`src/rtl/multicycle_control.sv`:
```
// -----------------------------------------------------------------------------
// multicycle_control
//
// Multi-cycle control sequencer. It steps each instruction through FETCH,
// DECODE, EXEC, optional MEM and WB. In each state it drives the datapath
// strobes. It waits on a variable-latency data memory through mem_req/mem_ack.
// It reports program completion with done, and it counts active cycles.
//
// Parameters:
//   MCODEBITS  opcode width taken from the instruction register
//   OPWIDTH    ALUOp output width (must be >= 3; upper bits are zero-extended)
//   CNTW       cycle counter width
//
// Ports:
//   clk          system clock
//   reset        synchronous, active-high reset
//   start        begin / restart program execution (IDLE or HALT only)
//   instr        opcode field of the instruction register
//   last_instr   the instruction in IR is the final one of the program
//   mem_ack      data memory has completed the current access
//   ir_load      load instruction register (FETCH)
//   pc_en        advance / branch program counter (WB)
//   Branch       PC takes the branch path when the datapath condition holds
//   ALUSrc       1: immediate operand, 0: register operand
//   ALUOp        ALU operation select (all-ones = pass a)
//   RegWrite     register file write enable
//   MemtoReg     write-back source is memory
//   MemWrite     store strobe, only meaningful while mem_req=1
//   mem_req      data memory access request
//   done         program finished (HALT)
//   cycle_count  saturating count of cycles spent outside IDLE/HALT
// -----------------------------------------------------------------------------
module multicycle_control #(
    parameter int MCODEBITS = 3,
    parameter int OPWIDTH   = 3,
    parameter int CNTW      = 16
) (
    input  logic                 clk,
    input  logic                 reset,
    input  logic                 start,
    input  logic [MCODEBITS-1:0] instr,
    input  logic                 last_instr,
    input  logic                 mem_ack,
    output logic                 ir_load,
    output logic                 pc_en,
    output logic                 Branch,
    output logic                 ALUSrc,
    output logic [OPWIDTH-1:0]   ALUOp,
    output logic                 RegWrite,
    output logic                 MemtoReg,
    output logic                 MemWrite,
    output logic                 mem_req,
    output logic                 done,
    output logic [CNTW-1:0]      cycle_count
);

    // Opcode encodings
    localparam logic [MCODEBITS-1:0] OP_ADD   = MCODEBITS'(3'd0);
    localparam logic [MCODEBITS-1:0] OP_ROR   = MCODEBITS'(3'd1);
    localparam logic [MCODEBITS-1:0] OP_NAND  = MCODEBITS'(3'd2);
    localparam logic [MCODEBITS-1:0] OP_LOAD  = MCODEBITS'(3'd3);
    localparam logic [MCODEBITS-1:0] OP_STORE = MCODEBITS'(3'd4);
    localparam logic [MCODEBITS-1:0] OP_BNE   = MCODEBITS'(3'd6);
    localparam logic [MCODEBITS-1:0] OP_SET   = MCODEBITS'(3'd7);

    localparam logic [CNTW-1:0] CNT_MAX = {CNTW{1'b1}};

    typedef enum logic [2:0] {
        ST_IDLE   = 3'd0,
        ST_FETCH  = 3'd1,
        ST_DECODE = 3'd2,
        ST_EXEC   = 3'd3,
        ST_MEM    = 3'd4,
        ST_WB     = 3'd5,
        ST_HALT   = 3'd6
    } state_t;

    // ALU select for an opcode. The 3-bit code is zero-extended to OPWIDTH.
    function automatic logic [OPWIDTH-1:0] alu_sel(input logic [MCODEBITS-1:0] op);
        logic [OPWIDTH-1:0] sel;
        sel = '0;
        case (op)
            OP_ADD:  sel[2:0] = 3'b000;
            OP_ROR:  sel[2:0] = 3'b001;
            OP_NAND: sel[2:0] = 3'b010;
            OP_BNE:  sel[2:0] = 3'b011;
            default: sel[2:0] = 3'b111;
        endcase
        return sel;
    endfunction

    state_t                 state_r;
    state_t                 state_next_s;
    logic [MCODEBITS-1:0]   op_r;
    logic [MCODEBITS-1:0]   op_next_s;
    logic                   last_r;
    logic                   last_next_s;
    logic [CNTW-1:0]        count_r;
    logic                   count_en_s;

    logic                   ir_load_s;
    logic                   pc_en_s;
    logic                   branch_s;
    logic                   alusrc_s;
    logic [OPWIDTH-1:0]     aluop_s;
    logic                   regwrite_s;
    logic                   memtoreg_s;
    logic                   memwrite_s;
    logic                   mem_req_s;
    logic                   done_s;

    logic                   ir_load_r;
    logic                   pc_en_r;
    logic                   branch_r;
    logic                   alusrc_r;
    logic [OPWIDTH-1:0]     aluop_r;
    logic                   regwrite_r;
    logic                   memtoreg_r;
    logic                   memwrite_r;
    logic                   mem_req_r;
    logic                   done_r;

    // Next-state logic, plus capture of the opcode and last flag in DECODE
    always_comb begin
        state_next_s = state_r;
        op_next_s    = op_r;
        last_next_s  = last_r;
        case (state_r)
            ST_IDLE: begin
                if (start) begin
                    state_next_s = ST_FETCH;
                end else begin
                    state_next_s = ST_IDLE;
                end
            end
            ST_FETCH: begin
                state_next_s = ST_DECODE;
            end
            ST_DECODE: begin
                op_next_s    = instr;
                last_next_s  = last_instr;
                state_next_s = ST_EXEC;
            end
            ST_EXEC: begin
                if ((op_r == OP_LOAD) || (op_r == OP_STORE)) begin
                    state_next_s = ST_MEM;
                end else begin
                    state_next_s = ST_WB;
                end
            end
            ST_MEM: begin
                // No timeout: the memory is trusted to answer eventually
                if (mem_ack) begin
                    state_next_s = ST_WB;
                end else begin
                    state_next_s = ST_MEM;
                end
            end
            ST_WB: begin
                if (last_r) begin
                    state_next_s = ST_HALT;
                end else begin
                    state_next_s = ST_FETCH;
                end
            end
            ST_HALT: begin
                if (start) begin
                    state_next_s = ST_FETCH;
                end else begin
                    state_next_s = ST_HALT;
                end
            end
            default: begin
                state_next_s = ST_IDLE;
            end
        endcase
    end

    // Output decode of the upcoming state and opcode. Registering this keeps
    // the outputs equal to the decode of the current state, glitch-free.
    // mem_req therefore drops on the same edge that leaves MEM on mem_ack.
    always_comb begin
        ir_load_s  = 1'b0;
        pc_en_s    = 1'b0;
        branch_s   = 1'b0;
        alusrc_s   = 1'b0;
        aluop_s    = '1;
        regwrite_s = 1'b0;
        memtoreg_s = 1'b0;
        memwrite_s = 1'b0;
        mem_req_s  = 1'b0;
        done_s     = 1'b0;
        case (state_next_s)
            ST_FETCH: begin
                ir_load_s = 1'b1;
            end
            ST_EXEC: begin
                aluop_s  = alu_sel(op_next_s);
                alusrc_s = (op_next_s == OP_SET);
            end
            ST_MEM: begin
                mem_req_s  = 1'b1;
                memwrite_s = (op_next_s == OP_STORE);
                memtoreg_s = (op_next_s == OP_LOAD);
            end
            ST_WB: begin
                pc_en_s    = 1'b1;
                regwrite_s = (op_next_s != OP_STORE) && (op_next_s != OP_BNE);
                memtoreg_s = (op_next_s == OP_LOAD);
                branch_s   = (op_next_s == OP_BNE);
                aluop_s    = alu_sel(op_next_s);
                alusrc_s   = (op_next_s == OP_SET);
            end
            ST_HALT: begin
                done_s = 1'b1;
            end
            default: begin
                done_s = 1'b0;
            end
        endcase
    end

    // State, opcode and last-instruction registers
    always_ff @(posedge clk) begin
        if (reset) begin
            state_r <= ST_IDLE;
            op_r    <= '0;
            last_r  <= 1'b0;
        end else begin
            state_r <= state_next_s;
            op_r    <= op_next_s;
            last_r  <= last_next_s;
        end
    end

    // Output registers. Reset leaves every strobe low and ALUOp at pass-a.
    always_ff @(posedge clk) begin
        if (reset) begin
            ir_load_r  <= 1'b0;
            pc_en_r    <= 1'b0;
            branch_r   <= 1'b0;
            alusrc_r   <= 1'b0;
            aluop_r    <= '1;
            regwrite_r <= 1'b0;
            memtoreg_r <= 1'b0;
            memwrite_r <= 1'b0;
            mem_req_r  <= 1'b0;
            done_r     <= 1'b0;
        end else begin
            ir_load_r  <= ir_load_s;
            pc_en_r    <= pc_en_s;
            branch_r   <= branch_s;
            alusrc_r   <= alusrc_s;
            aluop_r    <= aluop_s;
            regwrite_r <= regwrite_s;
            memtoreg_r <= memtoreg_s;
            memwrite_r <= memwrite_s;
            mem_req_r  <= mem_req_s;
            done_r     <= done_s;
        end
    end

    assign count_en_s = (state_r != ST_IDLE) && (state_r != ST_HALT);

    // Saturating count of active cycles. The count holds at all-ones.
    always_ff @(posedge clk) begin
        if (reset) begin
            count_r <= '0;
        end else if (count_en_s && (count_r != CNT_MAX)) begin
            count_r <= count_r + CNTW'(1);
        end else begin
            count_r <= count_r;
        end
    end

    assign ir_load     = ir_load_r;
    assign pc_en       = pc_en_r;
    assign Branch      = branch_r;
    assign ALUSrc      = alusrc_r;
    assign ALUOp       = aluop_r;
    assign RegWrite    = regwrite_r;
    assign MemtoReg    = memtoreg_r;
    assign MemWrite    = memwrite_r;
    assign mem_req     = mem_req_r;
    assign done        = done_r;
    assign cycle_count = count_r;

endmodule

```
`config.mk`:
```
export PLATFORM = sky130hd
export DESIGN_NAME = multicycle_control
export DESIGN_NICKNAME = d
export VERILOG_FILES = /design/src/rtl/multicycle_control.sv
export SDC_FILE = /design/constraint.sdc
export NUM_CORES = 1
export LEC_CHECK = 0
export CAP_MARGIN = 20
export CORE_MARGIN = 10
export CORE_UTILIZATION = 61
export DETAILED_ROUTE_END_ITERATION = 12
export DONT_BUFFER_PORTS = 1
export PLACE_DENSITY = 0.74
export SYNTH_ARGS = -nofsm -noshare
export SYNTH_HDL_FRONTEND = slang
export SYNTH_SLANG_ARGS = --single-unit
export TNS_END_PERCENT = 20
```
`constraint.sdc`:
```
create_clock -name clk -period 2.05 [get_ports clk]
set_input_delay 0.5125 -clock clk [delete_from_list [all_inputs] [get_ports clk]]
set_output_delay 0.5125 -clock clk [all_outputs]
set_load 0.02 [all_outputs]
```
==> flow_summary.toml <==
[finish]
sequential_cell_area_sq_um = 701
nNetsFinal = 211
area_taken_by_multi_input_logic_gates_sq_um = 893
area_growth_pct = 15.5
antenna_cells = 0
layout-drive-gt1-share_pct = 20.7
num-fill-cells = 201

[critical_path]
crit_required_ps = 2290
crit_chain = "xor2_1 -> o21bai_1 -> nor4_1 -> mux2_2"
timing_worst_setup_path_type = "flip-flop to flip-flop"
start_kind = "flip-flop"
worstPathArrival_ps = 2120
timing.critical_path.slowest_stage_cell = "dfxtp_1"
timing.critical_path.fanout_max = 11
worstSetupEndpointType = "flip-flop"
r2r_cells = 4
worst_path_largest_cell_delay_ps = 440

[drt]
drt.antenna.violating_nets = 0
vias_per_cell = 6.21
drt_iter0_drc = 125
avgRoutedWirePerCell_microns = 18.1
remaining_drc_errors = 0
drt-pass1-iter-count = 4
route.final.wire_length_microns = 4210
route.vias.total = 1446

[synthesis]
synth.distinct_cells = 42
netlist_top_cells_area = "dfxtp_1, or4_1, a21oi_1"
async_s_r_ff_share_synth_pct = 0
postSynthRegisterBits = 35
synth_edf_count = 0
mapped_cells = 183
ys_warn_count = 0
ys_flop_type = "dfxtp_1"
yosysSeqAreaShare_pct = 42.6
biggest_area_consumer_among_synthesized_cells = "dfxtp_1"
total_standard_cell_area_after_synthesis_sq_um = 1650
synthesis.area_per_instance_sq_um = 9.00
yosysTopAreaCellShare_pct = 42.6
synth_nets = 192

[die]
design.die.area_sq_um = 5180
core-area_sq_um = 2520
pin_count = 36
die-height_microns = 72.0
effective_utilization_at_floorplan_pct = 65.3
placementRows = 18
horiz_die_dim_microns = 72.0

[timing]
report.final.hold_viol_count = 0
transition_at_the_pin_with_the_smallest_max_transition_slack_ps = 757
final.setup_skew_ps = 4.22
final-max-slew-violation-count = 0
timing.final.setup_violations = 0
portion_of_the_clock_cycle_consumed_by_the_worst_path_in_the_final_layout_pct = 91.8
setup_tns_final_ps = 0
timing.final.crit_period_ps = 1880
rsz0062_at_grt = "false"
max_freq_mhz = 532
worst_slew_margin_rel_pct = 49.4

[clock_tree]
worst_setup_hold_path_clk_slew_ps = 100
num_cts_buffers = 5
cts_root_buf = "clkbuf_4"
cts_tree = "done"
cts.htree.levels = 2
clock_tree.buffer_depth = 2
tritoncts_num_sinks = 35
clock_latency_ps = 340

[worst_hold_path]
holdPathStages = 1
min_path_type = "input port to flip-flop"

[power_and_ir_drop]
total_power_density_per_cell_area_nw_per_um2 = 810
ir_drop_mv = 0.818
power_leakage_nw = 0.748
totalPowerFinal_w = 0.00154

[place]
routabilityCongestion = 0.823
port-buffer-count = 0
dp_hpwl_microns = 3000

[global_routing]
antenna_found_initial = 0
global_route_wire_length_before_repair_microns = 6820
grt_overflow = 0
groute.usage.overall_pct = 16.3
grt_pass1_vias = 1395
pin_count_of_the_biggest_net_entering_global_routing = 26

[flow_run]
timing.max_cap.violations = 0

[status]
status = "complete, no violations"
[critical path, delay by kind of cell, from the launching register on]
| kind | cells | cell delay (ps) |
|---|---|---|
| flip-flops | 1 | 440 |
| AND/OR/NAND/NOR | 1 | 430 |
| multiplexers | 1 | 380 |
| AO/OA/AOI/OAI | 1 | 280 |
| XOR/XNOR | 1 | 250 |
[cell usage after synthesis, drive strengths merged, types with 5 or more instances]
library cell / instances
nand2: 11
nor3b: 5
inv: 5
o31ai: 5
nor2b: 9
dfxtp: 35
a21oi: 14
nor2: 17
mux2i: 6
or4: 10
mux2: 5
clkbuf: 7
nor3: 8
[kinds of logic after synthesis]
logic type                 after synthesis  share of synthesized area [%]
buffers and inverters                   15                           4.03
DFF                                     35                           42.6
muxes                                   11                           7.07
and+or+nand+nor                         84                           30.2
AOI/OAI and AO/OA                       34                           13.8
xor gates and xnor gates                 3                           1.60
adders and majority gates                1                          0.760
[report_power, final]
group | internal [W] | switching, W | leakage (nW) | total, W
clock network | 0.000288 | 0.000232 | 0.0482 | 0.000520
logic | 0.000110 | 0.000147 | 0.416 | 0.000258
registers | 0.000717 | 0.0000452 | 0.284 | 0.000763
[final cells by class]
type | instances | share of cell area (%)
clock inverter | 2 | 1.84
tap | 30 | 1.97
multi-input combinational | 133 | 47.0
sequential | 35 | 36.8
inverter | 5 | 0.987
timing repair buffer | 22 | 8.68
clock buffer | 6 | 2.70
[path summary, 6_finish.rpt]
path	endpoint	from	slack, ps
worst max-delay path	cycle_count[10]$_SDFFE_PP0P_	state_r[2]$_SDFF_PP0_	170
worst min-delay path	cycle_count[8]$_SDFFE_PP0P_	reset	230
worst max register to register	cycle_count[10]$_SDFFE_PP0P_	state_r[2]$_SDFF_PP0_	170
worst min register to register	last_r$_SDFFE_PP0N_	last_r$_SDFFE_PP0N_	560
[flip-flops by register name, indices dropped and copies added (netlist names), 3 cells and up]
| name | flops |
|---|---|
| ALUOp | 3 |
| cycle_count | 16 |
| op_r | 3 |
| state_r | 3 |
[metal layers]
layer / part of all wire [%] / GRT usage (%)
met2: 49 / 26.8
met3: 8.3 / 6.67
met4: 1.7 / 4.95
met5: 0 / 0
met1: 41 / 19.1
[through the flow]
stage,util (%),hold WS [ps],std cells,area (sq um),setup slack [ps]
floorplan,-,466,183,1650,137
CTS,74.9,220,233,1890,148
global placement,71.4,513,225,1800,288
finish,75.4,229,233,1900,169
global route,75.4,208,233,1900,11.1
detailed placement,71.4,543,225,1800,199
[timing repair]
action	CTS	global route
setup endpoints to repair	0	1
setup buffers	0	0
hold buffers	0	0
resized for setup	0	3
[cells in the final DEF (no fill, tap or decap), drive strengths merged, types with 2 or more instances in the layout]
cell type and n:
o21ai 3, a21oi 14, o211a 3, nor3 8
nor2 17, inv 5, o31ai 5, nand3 3
nand2 11, dfxtp 35, buf 22, nand2b 4
nor4 2, nand4 3, or3 2, nand4b 2
a211oi 3, clkbuf 6, nor2b 9, or4 10
nor3b 5, mux2i 6, mux2 5, o21bai 2
xor2 2
Power figures use the tool's default switching activity.
==> patch (config.mk and constraints unchanged) <==
Reset style: asynchronous (`reset`), changed in 3 clocked blocks. Comments in the files are not updated.
--- a/src/rtl/multicycle_control.sv
+++ b/src/rtl/multicycle_control.sv
@@ -221,7 +221,7 @@
     end
 
     // State, opcode and last-instruction registers
-    always_ff @(posedge clk) begin
+    always_ff @(posedge clk or posedge reset) begin
         if (reset) begin
             state_r <= ST_IDLE;
             op_r    <= '0;
@@ -234,7 +234,7 @@
     end
 
     // Output registers. Reset leaves every strobe low and ALUOp at pass-a.
-    always_ff @(posedge clk) begin
+    always_ff @(posedge clk or posedge reset) begin
         if (reset) begin
             ir_load_r  <= 1'b0;
             pc_en_r    <= 1'b0;
@@ -263,7 +263,7 @@
     assign count_en_s = (state_r != ST_IDLE) && (state_r != ST_HALT);
 
     // Saturating count of active cycles. The count holds at all-ones.
-    always_ff @(posedge clk) begin
+    always_ff @(posedge clk or posedge reset) begin
         if (reset) begin
             count_r <= '0;
         end else if (count_en_s && (count_r != CNT_MAX)) begin
Check against the original RTL: differs if reset is asserted again (counterexample within 4 cycles, from zero or initial values and one cycle with reset high); with reset held inactive, the same outputs for 10 cycles.
==> patch against the unedited design <==
Wire length shrank 17%. Final area grew 0.33%. Sequential cell count is the same. Critical path depth is the same. Area after synthesis grew 3.5%. Worst setup slack gained 53 ps. Worst hold slack lost 89 ps. Synthesized cell count shrank 17%. Critical path type unchanged. Critical endpoint is now ALUOp[2].
Power is not compared: it rests on default switching activity, and its combinational part moved more than twofold at a synthesized area within 25%.
==> patch: results (changes against the unedited design) <==
metric	value	unit	change
grt_max_degree	36		+38%
cp_top_family	multiplexers		
nNetsFinal	181		-14%
async_flop_share	1.000		+1.000
viasPerCell	5.926		-4.5%
use_met3	0.07347		+0.006803
crit_path_max_incr_delay	540	ps	+100 ps
cp_max_fo	8		-3
outcome	finished, final reports clean		
dpl_cell_area	0.001851	mm2	+2.7%
drt-initial-drc-count	95		-24%
fillers	202		+0.50%
holdWs	140.4	ps	-88.86 ps
ys_seq_area_frac	0.5162		+0.09062
ys_top_cells_by_count	dfrtp_1, nor2_1, nand2_1		
rrSetupSlack	220	ps	+50 ps
wl	3514	um	-17%
grt_pass1_vias	1195		-14%
grt_usage	0.1364		-0.02702
met2_usage	0.2264		-0.04125
drive_above_1_share	0.2543		+0.04744
hold_path.class	input port to async pin		
fin_skew	9.282	ps	+5.063 ps
grt_pass1_wl	5740	um	-16%
rr_startpoint	state_r[2]		
worst_pin_slew	483.5	ps	-273.9 ps
gp_congestion	0.8920		+8.3%
-- patch: cell types whose count changed after synthesis, moves of 4 or more --
cell      delta
dfxtp_1     -35
dfrtp_1     +32
a21oi_1     -10
or4_1       -10
nor2b_1      -8
clkbuf_1     -6
nor2_1       -6
xor2_1       +6
nor3_1       -5
o31ai_1      -5
nand3_1      +4
-- patch: power groups by stage --
stage	Clock, W	Sequential, W	Combinational, W
floorplan	0	0.00126	0.000823
global placement	0	0.00124	0.00110
finish	0.000365	0.00123	0.00114
CTS	0.000376	0.00124	0.00115
detailed placement	0	0.00125	0.00114
global route	0.000401	0.00126	0.00127
-- patch: cells by family (layout without fill, tap and decap cells) --
| family | after synthesis | count (layout) | share of synthesized area |
|---|---|---|---|
| AOI/OAI and AO/OA | 21 | 21 | 0.08884 |
| xor gates and xnor gates | 12 | 12 | 0.07269 |
| adders and majority gates | 1 | 1 | 0.007341 |
| buffers and inverters | 12 | 34 | 0.03377 |
| DFF | 35 | 35 | 0.5162 |
| muxes | 8 | 8 | 0.05213 |
| and+or+nand+nor | 62 | 62 | 0.2291 |
-- patch: worst min-delay path by stage --
stage / start / cells after the start / endpoint
2_1_floorplan: last_r / 1 / last_r
3_3_place_gp: cycle_count[0] / 1 / cycle_count[0]
3_5_place_dp: reset / 2 / pc_en
4_1_cts: reset / 2 / RegWrite
5_1_grt: reset / 2 / RegWrite
6_report: reset / 2 / RegWrite
-- patch: metal layers --
layer	vias to the layer above	routed length, um
met5	-	0
met4	0	39
met3	4	367
met2	37	1741
met1	582	1365
li1	586	-
-- patch: final cells by class --
type / instances / area share
timing repair buffer: 18 / 0.07082
sequential: 35 / 0.4610
multi-input combinational: 104 / 0.4020
inverter: 8 / 0.01574
clock buffer: 5 / 0.01967
tap: 31 / 0.02033
clock inverter: 3 / 0.01049
